File: config.mk
export PLATFORM = sky130hd
export DESIGN_NAME = phy_tx_serializer_n
export DESIGN_NICKNAME = d
export VERILOG_FILES = /design/src/rtl/phy_tx_serializer_n_pkg.sv /design/src/rtl/phy_lane_fifo.sv /design/src/rtl/phy_tx_serializer_n.sv
export SDC_FILE = /design/constraint.sdc
export NUM_CORES = 1
export LEC_CHECK = 0
export CAP_MARGIN = 20
export CORE_MARGIN = 5
export CORE_UTILIZATION = 45
export CTS_BUF_LIST = sky130_fd_sc_hd__clkbuf_16
export CTS_CLUSTER_SIZE = 30
export DETAILED_ROUTE_END_ITERATION = 7
export GPL_TIMING_DRIVEN = 0
export REMOVE_ABC_BUFFERS = 1
export SLEW_MARGIN = 0
export SYNTH_ARGS = -nofsm -noshare
export SYNTH_HDL_FRONTEND = slang
export SYNTH_HIERARCHICAL = 1
export SYNTH_SLANG_ARGS = --single-unit
File: constraint.sdc
create_clock -name clk -period 3.6 [get_ports clk]
set_clock_uncertainty 0.1 [all_clocks]
set_input_delay 0.72 -clock clk [delete_from_list [all_inputs] [get_ports clk]]
set_output_delay 0.72 -clock clk [all_outputs]
set_load 0.03 [all_outputs]
File: src/rtl/phy_tx_serializer_n_pkg.sv
// Shared constants and helpers for the PHY transmit serializer.
// Build option: define PHY_TX_PARITY_EN to append an even-parity bit to every frame.
package phy_tx_serializer_n_pkg;

  localparam logic [7:0] IDLE_CHAR_DEFAULT = 8'hBC;

`ifdef PHY_TX_PARITY_EN
  localparam bit PARITY_EN = 1'b1;
`else
  localparam bit PARITY_EN = 1'b0;
`endif

  function automatic int unsigned clog2(input int unsigned value);
    int unsigned result;
    result = 0;
    while ((32'd1 << result) < value) result++;
    return result;
  endfunction

  // Serial frame length: data bits plus the optional parity bit.
  function automatic int unsigned frame_w(input int unsigned data_w);
    return data_w + (PARITY_EN ? 32'd1 : 32'd0);
  endfunction

endpackage

File: src/rtl/phy_lane_fifo.sv
// Per-lane word FIFO with registered full/empty flags and asynchronous active-high reset.
// FIFO_DEPTH must be a power of two so the pointers wrap naturally.
module phy_lane_fifo
  import phy_tx_serializer_n_pkg::*;
#(
  parameter int unsigned DATA_W     = 8,
  parameter int unsigned FIFO_DEPTH = 4
) (
  input  logic              clk,
  input  logic              reset,
  input  logic              push,
  input  logic [DATA_W-1:0] push_data,
  input  logic              pop,
  output logic [DATA_W-1:0] head,
  output logic              full,
  output logic              empty
);

  localparam int unsigned AW = clog2(FIFO_DEPTH);
  localparam int unsigned CW = AW + 1;

  logic [DATA_W-1:0] mem [FIFO_DEPTH];
  logic [AW-1:0]     wr_ptr;
  logic [AW-1:0]     rd_ptr;
  logic [CW-1:0]     count;
  logic [CW-1:0]     count_nxt;
  logic              do_push;
  logic              do_pop;

  assign do_push = push & ~full;
  assign do_pop  = pop & ~empty;
  assign head    = mem[rd_ptr];

  always_comb begin
    count_nxt = count;
    if (do_push && !do_pop) count_nxt = count + CW'(1);
    else if (!do_push && do_pop) count_nxt = count - CW'(1);
  end

  always_ff @(posedge clk or posedge reset) begin
    if (reset) begin
      wr_ptr <= '0;
      rd_ptr <= '0;
      count  <= '0;
      full   <= 1'b0;
      empty  <= 1'b1;
    end else begin
      if (do_push) wr_ptr <= wr_ptr + AW'(1);
      if (do_pop)  rd_ptr <= rd_ptr + AW'(1);
      count <= count_nxt;
      full  <= (count_nxt == CW'(FIFO_DEPTH));
      empty <= (count_nxt == '0);
    end
  end

  // Storage needs no reset; the flags guard every read.
  always_ff @(posedge clk) begin
    if (do_push) mem[wr_ptr] <= push_data;
  end

endmodule

File: src/rtl/phy_tx_serializer_n.sv
// Single-clock PHY transmit serializer: round-robin lane FIFOs into one MSB-first bitstream.
// Build option: PHY_TX_PARITY_EN appends an even-parity bit after each word (IDLE included).
module phy_tx_serializer_n
  import phy_tx_serializer_n_pkg::*;
#(
  parameter int unsigned       NUM_LANES  = 4,
  parameter int unsigned       DATA_W     = 8,
  parameter int unsigned       FIFO_DEPTH = 4,
  parameter logic [DATA_W-1:0] IDLE_CHAR  = DATA_W'(IDLE_CHAR_DEFAULT)
) (
  input  logic                          clk,
  input  logic                          reset,
  input  logic                          active,
  input  logic [NUM_LANES*DATA_W-1:0]   in_data,
  input  logic [NUM_LANES-1:0]          in_valid,
  output logic [NUM_LANES-1:0]          in_ready,
  output logic                          serial_out,
  output logic                          word_start,
  output logic [clog2(NUM_LANES)-1:0]   cur_lane,
  output logic                          cur_valid,
  output logic [NUM_LANES*DATA_W-1:0]   recirc_data,
  output logic [NUM_LANES-1:0]          recirc_valid
);

  localparam int unsigned LANE_W  = clog2(NUM_LANES);
  localparam int unsigned FRAME_W = frame_w(DATA_W);
  localparam int unsigned CNT_W   = clog2(FRAME_W);

  logic [FRAME_W-1:0]  shift_reg;
  logic [CNT_W-1:0]    bit_cnt;
  logic [LANE_W-1:0]   rr_ptr;
  logic [LANE_W-1:0]   sel_lane;
  logic                sel_found;
  logic                load;
  logic                do_pop;
  logic [DATA_W-1:0]   load_word;
  logic [NUM_LANES-1:0] fifo_full;
  logic [NUM_LANES-1:0] fifo_empty;
  logic [NUM_LANES-1:0] push;
  logic [NUM_LANES-1:0] pop;
  logic [DATA_W-1:0]   fifo_head [NUM_LANES];

  function automatic logic [FRAME_W-1:0] make_frame(input logic [DATA_W-1:0] word);
`ifdef PHY_TX_PARITY_EN
    return {word, ^word};
`else
    return word;
`endif
  endfunction

  function automatic logic [LANE_W-1:0] lane_at(input logic [LANE_W-1:0] base,
                                                input int unsigned off);
    int unsigned s;
    s = 32'(base) + off;
    if (s >= NUM_LANES) s = s - NUM_LANES;
    return LANE_W'(s);
  endfunction

  // Lane FIFOs; pushes only while the link is up, otherwise input words recirculate.
  for (genvar i = 0; i < NUM_LANES; i++) begin : g_lane
    assign push[i]     = active & in_valid[i] & ~fifo_full[i];
    assign pop[i]      = do_pop & (sel_lane == LANE_W'(i));
    assign in_ready[i] = active ? ~fifo_full[i] : 1'b1;

    phy_lane_fifo #(
      .DATA_W     (DATA_W),
      .FIFO_DEPTH (FIFO_DEPTH)
    ) u_fifo (
      .clk       (clk),
      .reset     (reset),
      .push      (push[i]),
      .push_data (in_data[i*DATA_W +: DATA_W]),
      .pop       (pop[i]),
      .head      (fifo_head[i]),
      .full      (fifo_full[i]),
      .empty     (fifo_empty[i])
    );
  end

  // First non-empty lane searching upward from rr_ptr, wrapping.
  always_comb begin
    sel_found = 1'b0;
    sel_lane  = rr_ptr;
    for (int unsigned off = 0; off < NUM_LANES; off++) begin
      if (!sel_found && !fifo_empty[lane_at(rr_ptr, off)]) begin
        sel_found = 1'b1;
        sel_lane  = lane_at(rr_ptr, off);
      end
    end
  end

  assign load      = (bit_cnt == CNT_W'(FRAME_W - 1));
  assign do_pop    = load & active & sel_found;
  assign load_word = do_pop ? fifo_head[sel_lane] : IDLE_CHAR;
  assign serial_out = shift_reg[FRAME_W-1];

  always_ff @(posedge clk or posedge reset) begin
    if (reset) begin
      shift_reg  <= make_frame(IDLE_CHAR);
      bit_cnt    <= '0;
      word_start <= 1'b1;
      cur_lane   <= '0;
      cur_valid  <= 1'b0;
      rr_ptr     <= '0;
    end else if (load) begin
      shift_reg  <= make_frame(load_word);
      bit_cnt    <= '0;
      word_start <= 1'b1;
      cur_valid  <= do_pop;
      if (do_pop) begin
        cur_lane <= sel_lane;
        rr_ptr   <= (sel_lane == LANE_W'(NUM_LANES - 1)) ? '0 : sel_lane + LANE_W'(1);
      end
    end else begin
      shift_reg  <= {shift_reg[FRAME_W-2:0], 1'b0};
      bit_cnt    <= bit_cnt + CNT_W'(1);
      word_start <= 1'b0;
    end
  end

  // Recirculation path: words bypass the FIFOs while the link is down.
  always_ff @(posedge clk or posedge reset) begin
    if (reset) begin
      recirc_data  <= '0;
      recirc_valid <= '0;
    end else if (!active) begin
      recirc_data  <= in_data;
      recirc_valid <= in_valid;
    end else begin
      recirc_valid <= '0;
    end
  end

endmodule

==> impl_metrics.xml, run 1 <==
<?xml version="1.0" encoding="UTF-8"?>
<metrics>
  <group name="route">
    <metric name="dr.pass1.iters" unit="">6</metric>
    <metric name="detail_route.wl_per_cell" unit="µm">18.5</metric>
    <metric name="postRouteAntennaNets" unit="">0</metric>
    <metric name="viasPerCell" unit="">5.20</metric>
    <metric name="detailedRoute.firstIterationViolations" unit="">318</metric>
    <metric name="wirelength" unit="µm">17600</metric>
    <metric name="detail_route.drc_violations" unit="">0</metric>
    <metric name="via_count" unit="">4931</metric>
  </group>
  <group name="place">
    <metric name="placed_area" unit="mm²">0.0103</metric>
    <metric name="hpwlAfterDp" unit="µm">12100</metric>
    <metric name="gp_congestion" unit="">0.750</metric>
    <metric name="port_buffers" unit="">83</metric>
  </group>
  <group name="floorplan">
    <metric name="rows" unit="">52</metric>
    <metric name="floorplan.initialDensity" unit="%">45.7</metric>
    <metric name="die_height" unit="µm">153</metric>
    <metric name="chipWidth" unit="µm">153</metric>
    <metric name="dieArea" unit="mm²">0.0235</metric>
    <metric name="placeableCoreArea" unit="mm²">0.0202</metric>
    <metric name="ios" unit="">84</metric>
  </group>
  <group name="sta">
    <metric name="period_needed" unit="ps">3060</metric>
    <metric name="grt_setup_unrepaired" unit="">no</metric>
    <metric name="tns" unit="ps">0</metric>
    <metric name="relSlewSlack" unit="%">59.1</metric>
    <metric name="report.final.slew_viol_count" unit="">0</metric>
    <metric name="holdWs" unit="ps">344</metric>
    <metric name="timing.final.crit_share" unit="%">85.0</metric>
    <metric name="tightest_slew" unit="ps">614</metric>
    <metric name="setup_violations" unit="">0</metric>
    <metric name="timing.final.hold_violations" unit="">0</metric>
    <metric name="fmaxAchievable" unit="MHz">327</metric>
  </group>
  <group name="clock_tree">
    <metric name="cts.reportedPaths.clkPinSlew" unit="ps">60</metric>
    <metric name="clockBufferDepth" unit="">3</metric>
    <metric name="worst_skew_pair.late_latency" unit="ps">510</metric>
    <metric name="count_of_buffers_added_by_post_cts_timing_repair_for_setup" unit="">0</metric>
    <metric name="post_cts_resized" unit="">0</metric>
    <metric name="hold_bufs_inserted_after_cts" unit="">0</metric>
    <metric name="tritoncts_clock_tree" unit="">yes</metric>
    <metric name="clk_root_buffer_cell" unit="">sky130_fd_sc_hd__clkbuf_16</metric>
    <metric name="htree_levels" unit="">1</metric>
    <metric name="total_cts_buffers" unit="">24</metric>
    <metric name="tritoncts_num_sinks" unit="">217</metric>
  </group>
  <group name="yosys">
    <metric name="post-synth-top-area-fraction" unit="%">41.5</metric>
    <metric name="per_instance_average_area_after_synthesis" unit="µm²">16.2</metric>
    <metric name="yosysUniqueCellTypes" unit="">51</metric>
    <metric name="syn-cell-area" unit="mm²">0.00925</metric>
    <metric name="netlist_instances" unit="">572</metric>
    <metric name="post_synth_edffs" unit="">128</metric>
    <metric name="ys_warn_count" unit="">6</metric>
    <metric name="dominantRegCellSynth" unit="">sky130_fd_sc_hd__edfxtp_1</metric>
    <metric name="yosysMostFrequentCell" unit="">sky130_fd_sc_hd__edfxtp_1</metric>
    <metric name="synth_top_cells_by_count" unit="">128 x sky130_fd_sc_hd__edfxtp_1, 79 x sky130_fd_sc_hd__dfrtp_1, 35 x sky130_fd_sc_hd__mux2_2</metric>
    <metric name="synth_top_cell_by_area" unit="">sky130_fd_sc_hd__edfxtp_1</metric>
    <metric name="flip_flop_and_latch_count_after_synthesis" unit="">217</metric>
    <metric name="synth_seq_area_share" unit="%">65.7</metric>
    <metric name="yosys-top-cells-area" unit="">sky130_fd_sc_hd__edfxtp_1 42%, sky130_fd_sc_hd__dfrtp_1 21%, sky130_fd_sc_hd__mux4_2 7.8%</metric>
    <metric name="share_of_flip_flops_with_an_asynchronous_set_or_reset" unit="%">41.0</metric>
  </group>
  <group name="hold_path">
    <metric name="holdCritPathClass" unit="">flop to flop</metric>
    <metric name="hp-start" unit="">bit_cnt[0]</metric>
  </group>
  <group name="grt">
    <metric name="globalRoute.totalOverflow" unit="">0</metric>
    <metric name="global_route.usage.total" unit="%">15.0</metric>
    <metric name="initial_antenna_violation_count" unit="">0</metric>
    <metric name="grt_max_degree" unit="">35</metric>
    <metric name="first_global_vias" unit="">5176</metric>
    <metric name="global_route_wire_length_before_repair" unit="µm">28100</metric>
  </group>
  <group name="pwr">
    <metric name="power_density" unit="mW/mm²">720</metric>
    <metric name="power" unit="mW">8.01</metric>
    <metric name="vdd_drop_max" unit="µV">415</metric>
    <metric name="leakage" unit="nW">4.21</metric>
  </group>
  <group name="layout">
    <metric name="drive_above_1_share" unit="%">21.1</metric>
    <metric name="largest_register_ffs" unit="">128</metric>
    <metric name="num_antenna_cells" unit="">0</metric>
    <metric name="syn_to_final_growth" unit="%">20.2</metric>
    <metric name="register_with_the_highest_flop_count" unit="">g_lane.u_fifo/mem</metric>
    <metric name="postLayoutCellArea" unit="mm²">0.0111</metric>
    <metric name="biggestRegsByFlops" unit="">g_lane.u_fifo/mem (128), recirc_data (32), g_lane.u_fifo/count (12)</metric>
    <metric name="final_nets" unit="">730</metric>
  </group>
  <group name="setup_path">
    <metric name="data_arrival_time_of_the_worst_path" unit="ps">3370</metric>
    <metric name="timing.critical_path.fanout_max" unit="">8</metric>
    <metric name="endpoint_type_of_the_worst_setup_path" unit="">flop</metric>
    <metric name="cp-start-kind" unit="">flop</metric>
    <metric name="worstPathRequired" unit="ps">3920</metric>
    <metric name="timing.rr.start" unit="">g_lane[0].u_fifo/empty</metric>
    <metric name="startpoint" unit="">g_lane[0].u_fifo/empty</metric>
    <metric name="timing.setup.critical_path_class" unit="">flop to flop</metric>
  </group>
  <group name="run">
    <metric name="cap_violations" unit="">0</metric>
  </group>
  <group name="run_status">
    <metric name="status" unit="">complete, no violations</metric>
  </group>
</metrics>
worst paths after layout:
| path | end | slack [ps] | cells past startpoint |
|---|---|---|---|
| setup / recovery | g_lane[1].u_fifo/full | 540 | 9 |
| hold / removal | bit_cnt[0] | 340 | 1 |
| min in group asynchronous | g_lane[1].u_fifo/count[1] | 690 | 2 |
| max in group asynchronous | shift_reg[3] | 2020 | 3 |
| hold reg to reg | bit_cnt[0] | 340 | 1 |
| setup reg to reg | g_lane[1].u_fifo/full | 540 | 9 |
per-stage QoR:
step / std cells / util [%] / worst slack [ps]
finish: 949 / 55.0 / 542
global route: 949 / 55.0 / 352
CTS: 949 / 55.0 / 537
detailed placement: 905 / 51.1 / 554
global placement: 902 / 50.8 / -977
floorplan: 549 / - / 123
final cells by class:
type	count	area, µm²
repair buffers	86	881
multi-input cells	303	2930
inverters	29	109
clock inverters	19	153
fillers	1597	9110
clock buffers	25	626
well taps	270	338
flip-flops and latches	217	6080
logic make-up (layout without fill, tap and decap cells):
logic type,count (synthesis),after routing,share of synthesized area (%)
multiplexers,79,79,13.5
XOR/XNOR,22,22,2.08
buffers and inverters,52,159,2.65
adder cells (fa/ha/maj),30,30,4.06
flip-flops,217,217,65.7
AND/OR/NAND/NOR,130,130,8.33
AO/OA/AOI/OAI,42,42,3.68
routing by layer:
metal / GRT usage [%] / vias up / routed length, µm
met5: 0 / - / 0
met4: 4.12 / 0 / 468
met3: 3.08 / 35 / 831
met2: 24.6 / 121 / 8580
met1: 20.6 / 2495 / 7710
li1: - / 2280 / -
cell usage in the layout (no fill, tap or decap), types with 3 or more instances in the layout:
cell type / n
sky130_fd_sc_hd__edfxtp_1: 128
sky130_fd_sc_hd__clkdlybuf4s50_1: 82
sky130_fd_sc_hd__dfrtp_1: 79
sky130_fd_sc_hd__mux2_2: 35
sky130_fd_sc_hd__inv_1: 35
sky130_fd_sc_hd__mux4_2: 32
sky130_fd_sc_hd__ha_1: 30
sky130_fd_sc_hd__nor2_1: 29
sky130_fd_sc_hd__clkbuf_16: 25
sky130_fd_sc_hd__nand2_1: 22
sky130_fd_sc_hd__and2_1: 20
sky130_fd_sc_hd__xnor2_1: 20
sky130_fd_sc_hd__o21ai_0: 12
sky130_fd_sc_hd__mux2i_1: 10
sky130_fd_sc_hd__nor3_1: 10
sky130_fd_sc_hd__dfstp_2: 10
sky130_fd_sc_hd__nand2b_1: 8
sky130_fd_sc_hd__nor2b_1: 8
sky130_fd_sc_hd__a221oi_1: 7
sky130_fd_sc_hd__nor2b_4: 6
sky130_fd_sc_hd__nand3b_1: 4
sky130_fd_sc_hd__a211oi_2: 4
sky130_fd_sc_hd__clkinv_1: 3
sky130_fd_sc_hd__clkinv_2: 3
power by group:
| part | switching (mW) | internal (mW) |
|---|---|---|
| Sequential | 0.429 | 3.09 |
| Combinational | 1.07 | 1.05 |
| Clock | 0.960 | 1.40 |
| Total | 2.46 | 5.55 |
worst max-delay path, stage by stage, from the launching register on:
cell and delay [ps]:
sky130_fd_sc_hd__dfstp_2 630, sky130_fd_sc_hd__o21ai_0 150, sky130_fd_sc_hd__o32ai_2 510, sky130_fd_sc_hd__inv_1 180, sky130_fd_sc_hd__ha_1 220, sky130_fd_sc_hd__and2_1 150, sky130_fd_sc_hd__nor2b_4 150, sky130_fd_sc_hd__and2_4 140
sky130_fd_sc_hd__or4_4 490, sky130_fd_sc_hd__a211oi_2 250
(Power assumes the default switching activity.)
==> run 2, diff against run 1 <==
- PLACE_DENSITY: not set -> 0.67
- clock period: 3.6 -> 2.71 ns (I/O delays scaled with it)
==> run 2 against run 1 <==
  * The run now ends with negative setup slack left
  * Routed wire length grew 0.90%
  * Clock-buffer cell count shrank 2
  * Global-route usage increased by 0.23 points
  * Setup slack worse by 580 ps
  * Maximum frequency is 11% higher
  * Register-to-register slack lost 580 ps
  * Critical endpoint unchanged
  * Core utilization is 0.92 points higher
  * Clock power up 33%
  * Flip-flop and latch count stayed put
  * Combinational power is 42% higher
  * Highest routed layer unchanged
  * Power increased by 35%
  * Via count increased by 0.24%
==> impl_metrics.xml, run 2 (synthesis results as in run 1) <==
<?xml version="1.0" encoding="UTF-8"?>
<metrics>
  <group name="run_status">
    <metric name="status" unit="">finished, violations left</metric>
    <metric name="failed_checks" unit="">negative setup slack</metric>
  </group>
  <group name="place">
    <metric name="dp_worst_setup_slack" unit="ps">-432</metric>
    <metric name="hpwlAfterDp" unit="µm">12300</metric>
    <metric name="gp_congestion" unit="">0.800</metric>
    <metric name="placed_area" unit="mm²">0.0103</metric>
    <metric name="port_buffers" unit="">83</metric>
  </group>
  <group name="clock_tree">
    <metric name="clockBufferDepth" unit="">3</metric>
    <metric name="htree_levels" unit="">1</metric>
    <metric name="total_cts_buffers" unit="">23</metric>
    <metric name="worst_skew_pair.late_latency" unit="ps">500</metric>
    <metric name="clk_root_buffer_cell" unit="">sky130_fd_sc_hd__clkbuf_16</metric>
    <metric name="tritoncts_clock_tree" unit="">yes</metric>
    <metric name="hold_bufs_inserted_after_cts" unit="">0</metric>
    <metric name="tritoncts_num_sinks" unit="">217</metric>
    <metric name="cts.reportedPaths.clkPinSlew" unit="ps">60</metric>
  </group>
  <group name="setup_path">
    <metric name="endpoint_type_of_the_worst_setup_path" unit="">flop</metric>
    <metric name="startpoint" unit="">g_lane[0].u_fifo/empty</metric>
    <metric name="r2r-end" unit="">g_lane[1].u_fifo/full</metric>
    <metric name="setup.reg_to_reg.worst_slack" unit="ps">-40</metric>
    <metric name="data_arrival_time_of_the_worst_path" unit="ps">3060</metric>
    <metric name="timing.critical_path.fanout_max" unit="">6</metric>
    <metric name="cp-endpoint" unit="">g_lane[1].u_fifo/full</metric>
    <metric name="worstPathRequired" unit="ps">3020</metric>
    <metric name="timing.rr.start" unit="">g_lane[0].u_fifo/empty</metric>
    <metric name="cp-start-kind" unit="">flop</metric>
    <metric name="timing.setup.critical_path_class" unit="">flop to flop</metric>
    <metric name="timing.reg2reg.worst_path_depth" unit="">9</metric>
  </group>
  <group name="sta">
    <metric name="layout_setup_ws" unit="ps">-40.7</metric>
    <metric name="timing.final.hold_violations" unit="">0</metric>
    <metric name="relSlewSlack" unit="%">55.6</metric>
    <metric name="tns" unit="ps">-54.8</metric>
    <metric name="fmaxAchievable" unit="MHz">364</metric>
    <metric name="report.final.slew_viol_count" unit="">0</metric>
    <metric name="setup_violations" unit="">2</metric>
    <metric name="period_needed" unit="ps">2750</metric>
    <metric name="tightest_slew" unit="ps">665</metric>
    <metric name="grt_setup_unrepaired" unit="">yes</metric>
    <metric name="timing.final.crit_share" unit="%">102</metric>
  </group>
  <group name="floorplan">
    <metric name="rows" unit="">52</metric>
    <metric name="chipWidth" unit="µm">153</metric>
    <metric name="dieArea" unit="mm²">0.0235</metric>
    <metric name="die_height" unit="µm">153</metric>
    <metric name="placeableCoreArea" unit="mm²">0.0202</metric>
    <metric name="ios" unit="">84</metric>
    <metric name="floorplan.initialDensity" unit="%">45.7</metric>
  </group>
  <group name="route">
    <metric name="viasPerCell" unit="">5.14</metric>
    <metric name="detail_route.drc_violations" unit="">0</metric>
    <metric name="detailedRoute.firstIterationViolations" unit="">314</metric>
    <metric name="postRouteAntennaNets" unit="">0</metric>
    <metric name="wirelength" unit="µm">17700</metric>
    <metric name="dr.pass1.iters" unit="">4</metric>
    <metric name="detail_route.wl_per_cell" unit="µm">18.4</metric>
    <metric name="via_count" unit="">4943</metric>
  </group>
  <group name="layout">
    <metric name="syn_to_final_growth" unit="%">22.2</metric>
    <metric name="register_with_the_highest_flop_count" unit="">g_lane.u_fifo/mem</metric>
    <metric name="final_nets" unit="">745</metric>
    <metric name="final_core_util" unit="%">55.9</metric>
    <metric name="biggestRegsByFlops" unit="">g_lane.u_fifo/mem (128), recirc_data (32), g_lane.u_fifo/count (12)</metric>
    <metric name="most_common_library_cell_in_the_layout_ignoring_fill_and_taps" unit="">sky130_fd_sc_hd__edfxtp_1</metric>
    <metric name="nFillCells" unit="">1551</metric>
    <metric name="largest_register_ffs" unit="">128</metric>
    <metric name="num_antenna_cells" unit="">0</metric>
    <metric name="layout.cells.most_common_list" unit="">128 x sky130_fd_sc_hd__edfxtp_1, 82 x sky130_fd_sc_hd__clkdlybuf4s50_1, 79 x sky130_fd_sc_hd__dfrtp_1</metric>
    <metric name="postLayoutCellArea" unit="mm²">0.0113</metric>
    <metric name="drive_above_1_share" unit="%">24.7</metric>
  </group>
  <group name="grt">
    <metric name="first_global_vias" unit="">5344</metric>
    <metric name="globalRoute.totalOverflow" unit="">0</metric>
    <metric name="global_route.usage.total" unit="%">15.2</metric>
    <metric name="global_route_wire_length_before_repair" unit="µm">28700</metric>
    <metric name="initial_antenna_violation_count" unit="">0</metric>
    <metric name="grt_max_degree" unit="">29</metric>
  </group>
  <group name="pwr">
    <metric name="vdd_drop_max" unit="µV">503</metric>
    <metric name="power_density" unit="mW/mm²">957</metric>
    <metric name="leakage" unit="nW">4.28</metric>
  </group>
  <group name="run">
    <metric name="cap_violations" unit="">0</metric>
  </group>
  <group name="hold_path">
    <metric name="holdCritPathClass" unit="">flop to flop</metric>
  </group>
</metrics>
-- run 2: timing repair --
| action | in CTS | in global routing |
|---|---|---|
| endpoints found under the setup margin | 17 | 11 |
| pin swaps | 9 | 5 |
| resized for setup | 13 | 4 |
| buffers inserted | 9 | 7 |
-- run 2: how the worst min path moves through the flow --
stage	start	to	slack [ps]	cells after the start
detailed placement	bit_cnt[0]	bit_cnt[0]	330	1
global placement	bit_cnt[0]	bit_cnt[0]	320	1
finish	bit_cnt[0]	bit_cnt[0]	340	1
global route	bit_cnt[0]	bit_cnt[0]	370	1
CTS	bit_cnt[0]	bit_cnt[0]	340	1
floorplan	reset	g_lane[0].u_fifo/count[0]	270	1
-- run 2: critical path, stage by stage, from the launching register on --
cell	delay, ps
sky130_fd_sc_hd__dfstp_2	590
sky130_fd_sc_hd__and3b_2	250
sky130_fd_sc_hd__o32ai_4	320
sky130_fd_sc_hd__inv_2	120
sky130_fd_sc_hd__ha_4	170
sky130_fd_sc_hd__and2_4	130
sky130_fd_sc_hd__nor2b_4	140
sky130_fd_sc_hd__and2_4	140
sky130_fd_sc_hd__or4_4	490
sky130_fd_sc_hd__a211oi_2	230
-- run 2: stage by stage --
| step | hold slack [ps] | cells | total power, mW |
|---|---|---|---|
| after detailed placement | 332 | 905 | 7.58 |
| after CTS | 340 | 955 | 10.9 |
| after floorplan | 269 | 549 | 6.59 |
| after global routing | 368 | 962 | 11.4 |
| after global placement | 319 | 902 | 7.38 |
| final | 339 | 962 | 10.8 |
-- run 2: power breakdown --
part	leakage (nW)	internal, mW	switching [mW]	total (mW)
clock network	0.378	1.92	1.22	3.14
logic	1.69	1.51	1.51	3.02
registers	2.21	4.11	0.543	4.65
total	4.28	7.54	3.27	10.8
-- run 2: per-layer routing --
layer | vias up | global-route usage (%) | wire (µm)
li1 | 2301 | - | -
met1 | 2527 | 19.9 | 7560
met2 | 89 | 26.2 | 9160
met3 | 26 | 2.52 | 706
met4 | 0 | 4.75 | 330
met5 | - | 0 | 0
-- run 2: cell type report --
| type | instances | area (µm²) | area share (%) |
|---|---|---|---|
| multi-input cells | 303 | 3000 | 26.5 |
| repair buffers | 102 | 1010 | 8.97 |
| flip-flops and latches | 217 | 6080 | 53.8 |
| clock inverters | 18 | 185 | 1.64 |
| clock buffers | 23 | 576 | 5.09 |
| well taps | 270 | 338 | 2.99 |
| inverters | 29 | 109 | 0.963 |
